<file path="config.mk">
export PLATFORM = sky130hd
export DESIGN_NAME = vga_timing_gen
export DESIGN_NICKNAME = d
export VERILOG_FILES = /design/src/rtl/vga_timing_gen.sv
export SDC_FILE = /design/constraint.sdc
export NUM_CORES = 1
export LEC_CHECK = 0
export CAP_MARGIN = 10
export CORE_AREA = 3 3 59 61
export CTS_CLUSTER_DIAMETER = 120
export DETAILED_ROUTE_END_ITERATION = 6
export DIE_AREA = 0 0 62 64
export GPL_TIMING_DRIVEN = 0
export PLACE_DENSITY = 0.8
export SYNTH_ARGS = -nofsm -noshare
export SYNTH_HDL_FRONTEND = slang
export SYNTH_SLANG_ARGS = --single-unit
</file>
<file path="constraint.sdc">
create_clock -name clk -period 5.2 [get_ports clk]
set_input_delay 1.04 -clock clk [delete_from_list [all_inputs] [get_ports clk]]
set_output_delay 1.04 -clock clk [all_outputs]
set_load 0.01 [all_outputs]
</file>
<file path="src/rtl/vga_timing_gen.sv">
// Raster timing generator for 640x480@60 Hz VGA: pixel/line counters, syncs, blanking,
// line/frame strobes and a free-running frame counter, one pixel per clk.
module vga_timing_gen #(
  parameter int   H_DISPLAY = 640,
  parameter int   H_FRONT   = 16,
  parameter int   H_SYNC    = 96,
  parameter int   H_BACK    = 48,
  parameter int   V_DISPLAY = 480,
  parameter int   V_FRONT   = 10,
  parameter int   V_SYNC    = 2,
  parameter int   V_BACK    = 33,
  parameter logic SYNC_POL  = 1'b0
) (
  input  logic       clk,
  input  logic       reset,
  output logic [9:0] pix_x,
  output logic [9:0] pix_y,
  output logic       hsync,
  output logic       vsync,
  output logic       display_on,
  output logic       line_start,
  output logic       frame_start,
  output logic [7:0] frame_cnt
);

  localparam int H_TOTAL  = H_DISPLAY + H_FRONT + H_SYNC + H_BACK;
  localparam int V_TOTAL  = V_DISPLAY + V_FRONT + V_SYNC + V_BACK;
  localparam int HS_START = H_DISPLAY + H_FRONT;
  localparam int HS_END   = HS_START + H_SYNC;
  localparam int VS_START = V_DISPLAY + V_FRONT;
  localparam int VS_END   = VS_START + V_SYNC;

  logic       h_wrap;
  logic       v_wrap;
  logic [9:0] x_next;
  logic [9:0] y_next;
  logic [7:0] fc_next;
  logic       hs_next;
  logic       vs_next;
  logic       de_next;

  // Sync and blanking are decoded from the next counter values so that, once
  // registered, they line up with pix_x/pix_y on the same cycle.
  always_comb begin
    h_wrap  = (pix_x == 10'(H_TOTAL - 1));
    v_wrap  = (pix_y == 10'(V_TOTAL - 1));
    x_next  = h_wrap ? 10'd0 : pix_x + 10'd1;
    y_next  = pix_y;
    fc_next = frame_cnt;
    if (h_wrap) begin
      y_next = v_wrap ? 10'd0 : pix_y + 10'd1;
      if (v_wrap) begin
        fc_next = frame_cnt + 8'd1;
      end
    end
    hs_next = (x_next >= 10'(HS_START)) && (x_next < 10'(HS_END));
    vs_next = (y_next >= 10'(VS_START)) && (y_next < 10'(VS_END));
    de_next = (x_next < 10'(H_DISPLAY)) && (y_next < 10'(V_DISPLAY));
  end

  always_ff @(posedge clk) begin
    if (reset) begin
      pix_x      <= 10'd0;
      pix_y      <= 10'd0;
      frame_cnt  <= 8'd0;
      hsync      <= ~SYNC_POL;
      vsync      <= ~SYNC_POL;
      display_on <= 1'b1;
    end else begin
      pix_x      <= x_next;
      pix_y      <= y_next;
      frame_cnt  <= fc_next;
      hsync      <= hs_next ? SYNC_POL : ~SYNC_POL;
      vsync      <= vs_next ? SYNC_POL : ~SYNC_POL;
      display_on <= de_next;
    end
  end

  assign line_start  = (pix_x == 10'd0);
  assign frame_start = line_start && (pix_y == 10'd0);

endmodule

</file>
# ---- After elaboration in Yosys (flattened, before gate mapping)
# Index checks and enable logic that the tools add are counted.
dict set report classes {
  eq_ne 2
  n_addsub 3
  n_reduce_logical 7
  magnitude_cmp 6
  n_mux 5
}
# op n
set ops {}
lappend ops {{$mux W10} 3}
lappend ops {{$add A10 B1 Y10 const B} 2}
lappend ops {{$eq A10 B10 Y1 const B} 2}
lappend ops {{$logic_not A10 Y1} 2}
lappend ops {{$lt A10 B10 Y1 const B} 2}
lappend ops {{$lt A10 B9 Y1 const B} 2}
lappend ops {{$ge A10 B10 Y1 const B} 1}
lappend ops {{$ge A10 B9 Y1 const B} 1}
lappend ops {{$add A8 B1 Y8 const B} 1}
lappend ops {{$logic_and A1 B1 Y1} 4}
lappend ops {{$mux W1} 2}
lappend ops {{$reduce_and A2 Y1} 1}
dict set report totals {
  regBits 31
  word_cells 29
  output_inout_bits 33
}

# ---- Depth between registers and ports, before layout
dict set report depth {
  ltp_word 6
  depth_mapped 9
}

# ---- Worst setup path before layout
# No wires, ideal clock.
dict set report synth_path {
  path_type {register to output}
  start {register pix_x[5]}
  end {output frame_start}
  arrival_ns 1.328
  setup_slack_ns 2.832
  path_stages_with_launch 6
  path_buffers 1
  cell_sequence {dfxtp_1 > or2_1 > buf_6 > nor2_1 > and4_1 > and4_1}
}
dict set report synth_via {
  elab_chain_len 2
}
# item line_no
set synth_rtl {}
lappend synth_rtl {{start, declared} 16} ;# output logic [9:0] pix_x,
lappend synth_rtl {{start signal, assigned} 70} ;# pix_x <= x_next;
lappend synth_rtl {{$logic_not A10 Y1} 79} ;# assign line_start = (pix_x == 10'd0);
lappend synth_rtl {{named net line_start} 21} ;# output logic line_start,
lappend synth_rtl {{$logic_and A1 B1 Y1} 80} ;# assign frame_start = line_start && (pix_y == 10'd0);
lappend synth_rtl {{end, declared} 22} ;# output logic frame_start,
# The timed path passes the listed nets, and every way through them passes these cells.

# ---- Worst setup path after layout
dict set report layout_path {
  start {register pix_x[5]}
  end {output frame_start}
}
dict set report layout_via {
  elab_chain_len 2
}
# item line_no
set layout_rtl {}
lappend layout_rtl {{$logic_not A10 Y1} 79}
lappend layout_rtl {{$logic_and A1 B1 Y1} 80}
# Every way passes these cells.

==> metrics.md <==
| Metric | Value |
|---|---|
| Status | completed |
| DP HPWL | around 2400 um |
| RSZ-0062 raised after global routing | false |
| Post-CTS setup buffers | 0 |
| Crit. End Element | output pin |
| CTS Sinks | 31 |
| GRT overflow | 0 |
| DRT iter0 DRCs | around 110 |
| Seq/Total Area, Yosys | roughly 40% |
| Die H | approximately 64 um |
| Fmax | 0.3109 GHz |
| Leakage | about 0.69 nW |
| Synth Area in Compound Gates | about 7% |
| IO Count | 35 |
| Post-synth EDFFs | 0 |
| Max-cap violation count | 0 |
| Final Cycle Share | between 60% and 70% |
| Worst Tran Pin Value | roughly 0.73 ns |
| Synth cell types | 38 |
| Area leader, netlist | dfxtp_1 |
| Reg clk slew, reported paths | 0.09 ns |
| Synth Area in Adders | slightly above 4% |
| Ant. Diodes | 0 |
| Commonest cells in the netlist | dfxtp_1 (31), nor2_1 (29), nand2_1 (13) |
| CTS Buffer Depth | 2 |
| Hold Vio Cnt, Final | 0 |
| Min cycle time layout | 3.217 ns |
| Slew Viols, Final | 0 |
| Dominant synthesized flop cell | dfxtp_1 |
| Largest family of logic cells by synthesized area | simple AND/OR/NAND/NOR gates |
| Worst r2r src | pix_x[0]$_SDFF_PP0_ |
| Worst slew margin | 50.90% |
| Synth top area share | between 40 and 50% |
| Post-detailed-routing wire length | ~3300 um |
| PortBufs | 34 |
| Setup TNS | 0 ns |
| Placed cell count | 265 |
| PostCTS Resize Cnt | 0 |
| Largest net degree at the start of global routing | 11 |
| Setup Skew | 0.006719 ns |
| Synthesized Nets | ~190 |
| Area of the die | between 3000 and 4000 um^2 |
| Avg Cell Area, Syn | between 8 and 9 um^2 |
| Layout cells sized above 1 | under 10% |
| Min-delay worst type | reg -> reg |
| Worst endpoint required time | ~4.2 ns |
| Number of buffers created by CTS | 5 |
| Critical path class | reg -> out |
| Slowest CP cell | clkdlybuf4s50_1 |
| Area growth from synthesis to layout | 29.97% |
| Most numerous cell in the Yosys netlist | dfxtp_1 |
| Hold slack | around 0.5 ns |
| PwrDens | 211.5 nW/um^2 |
| Setup violations, final | 0 |
| Worst path arrival time | 2.18 ns |
| Largest cells by area after synthesis | dfxtp_1 (40%), nor2_1 (7.0%), xnor2_1 (6.8%) |
| FF+latch count, synth | 31 |
| Critical Path Max Stage Delay | approximately 0.53 ns |
| Drt drc | 0 |
| Post-CTS Hold Buffers | 0 |
| Min-delay src | frame_cnt[1]$_SDFFE_PP0P_ |
| Initial Util | 51.16% |
| Clock latency on the worst-skew pair | roughly 0.34 ns |
| CP Cell Sequence | or2_1 -> buf_6 -> nor2_1 -> and4_1 -> and4_1 -> clkdlybuf4s50_1 |
| Final Wtd Congestion | 0.8449 |
| Chip width | approximately 62 um |
| Synth warn | 0 |
| H-tree levels | 2 |
| Critical Path Start | pix_x[5]$_SDFF_PP0_ |
| Crit path max fanout | 7 |
| Placeable Area | just over 3000 um^2 |
| Routed WL per cell | about 12 um |
| Cell mode on critical path | and4_1 |
| Nets | between 200 and 250 |
| Tot GR Track Use | between 10% and 20% |
| Asr flop ratio synth | 0% |
| Post-Syn Instances | between 150 and 200 |
| First-pass GRT wire length | between 5000 and 6000 um |
| Post-route ant nets | 0 |
| FP Rows | 20 |
| Detailed Routing Iterations Pass 1 | 4 |
| Area share of xor/xnor cells in the synthesized design | a little under an eighth |
| Post-synthesis mux area share | 0% |
| Synthesized cell area | roughly 1500 um^2 |
| Post-synthesis simple-gate area fraction | roughly a third |
| Finished Layout Cells | roughly 270 |
| Final core utilization | between 60% and 70% |
| Root Driver | clkbuf_4 |
| Vias in the first global route | approximately 1300 |
| Worst Setup Start Kind | register |
| Vias | 1427 |
| CTS tree | built |
| VDD IR max | between 0.1 and 0.15 mV |
| Vias per cell | about 5.2 |
| Initial antenna violation count | 0 |
## logic make-up (layout without fill, tap and decap cells)
family	after synthesis	after routing
AND/OR/NAND/NOR	94	94
flip-flops	31	31
XOR/XNOR	21	21
AO/OA/AOI/OAI	18	18
buffers and inverters	18	60
adder cells (fa/ha/maj)	5	5
## final timing paths
path                               end  slack [ns]  depth (start not counted)
min          frame_cnt[1]$_SDFFE_PP0P_        0.50                          2
max                        frame_start        1.98                          6
min reg2reg  frame_cnt[1]$_SDFFE_PP0P_        0.50                          2
max reg2reg           vsync$_SDFF_PP1_        2.55                          8
## layout by cell type (no fill, tap or decap), drive strengths merged, types with 3 or more instances in the layout
| cell type | count |
|---|---|
| xnor2 | 12 |
| nand2 | 13 |
| clkbuf | 12 |
| a21oi | 8 |
| buf | 5 |
| or2 | 3 |
| ha | 5 |
| dfxtp | 31 |
| o21ai | 3 |
| and3 | 5 |
| nor4 | 7 |
| and4 | 3 |
| nor3 | 8 |
| inv | 9 |
| nand4 | 7 |
| nand3 | 9 |
| nor2 | 29 |
| xor2 | 9 |
| nor2b | 3 |
| clkdlybuf4s50 | 34 |
## state kept, by name (all words and copies together) (netlist names)
| signal | cells |
|---|---|
| pix_x | 10 |
| display_on | 1 |
| vsync | 1 |
| frame_cnt | 8 |
| pix_y | 10 |
| hsync | 1 |
## per-layer routing
layer / wire length, um / global-route usage [%] / part of all wire, % / vias up
met5: 0 / 0 / 0 / -
met4: 64 / 8.753 / 1.9 / 0
met3: 177 / 5.253 / 5.3 / 8
met2: 1560 / 29.66 / 47 / 35
met1: 1538 / 25.96 / 46 / 655
li1: - / - / - / 729
## worst max-delay path, delay by kind of cell, from the launching register on
kind	cells	cell delay [ns]
buffers and inverters	2	0.66
flip-flops	1	0.38
AND/OR/NAND/NOR	4	0.81
## metrics by stage
stage                     setup slack [ns]  power (mW)  area [um^2]
after floorplan                      2.832      0.2583         1549
after global placement               2.337      0.2707         1944
after detailed placement             2.350      0.2710         1944
after CTS                            1.964      0.4288         2013
after global routing                 1.852      0.4419         2013
final                                1.983      0.4257         2013
## cell type report
cell class	count	area, um^2
plain buffers	9	51.30
clock buffers	8	68.82
fillers	267	1015
inverters	9	33.78
multi-input cells	138	843.3
flip-flops and latches	31	620.6
well taps	44	55.05
repair buffers	34	340.3
## power by group
| group | leakage [nW] | switching (mW) | internal (mW) | total, mW |
|---|---|---|---|---|
| combinational | 0.402 | 0.0106 | 0.0123 | 0.0229 |
| clock | 0.0386 | 0.0812 | 0.0795 | 0.161 |
| sequential | 0.250 | 0.00297 | 0.239 | 0.242 |
| total | 0.691 | 0.0948 | 0.331 | 0.426 |
No activity file was read; power rests on OpenSTA's default activity.
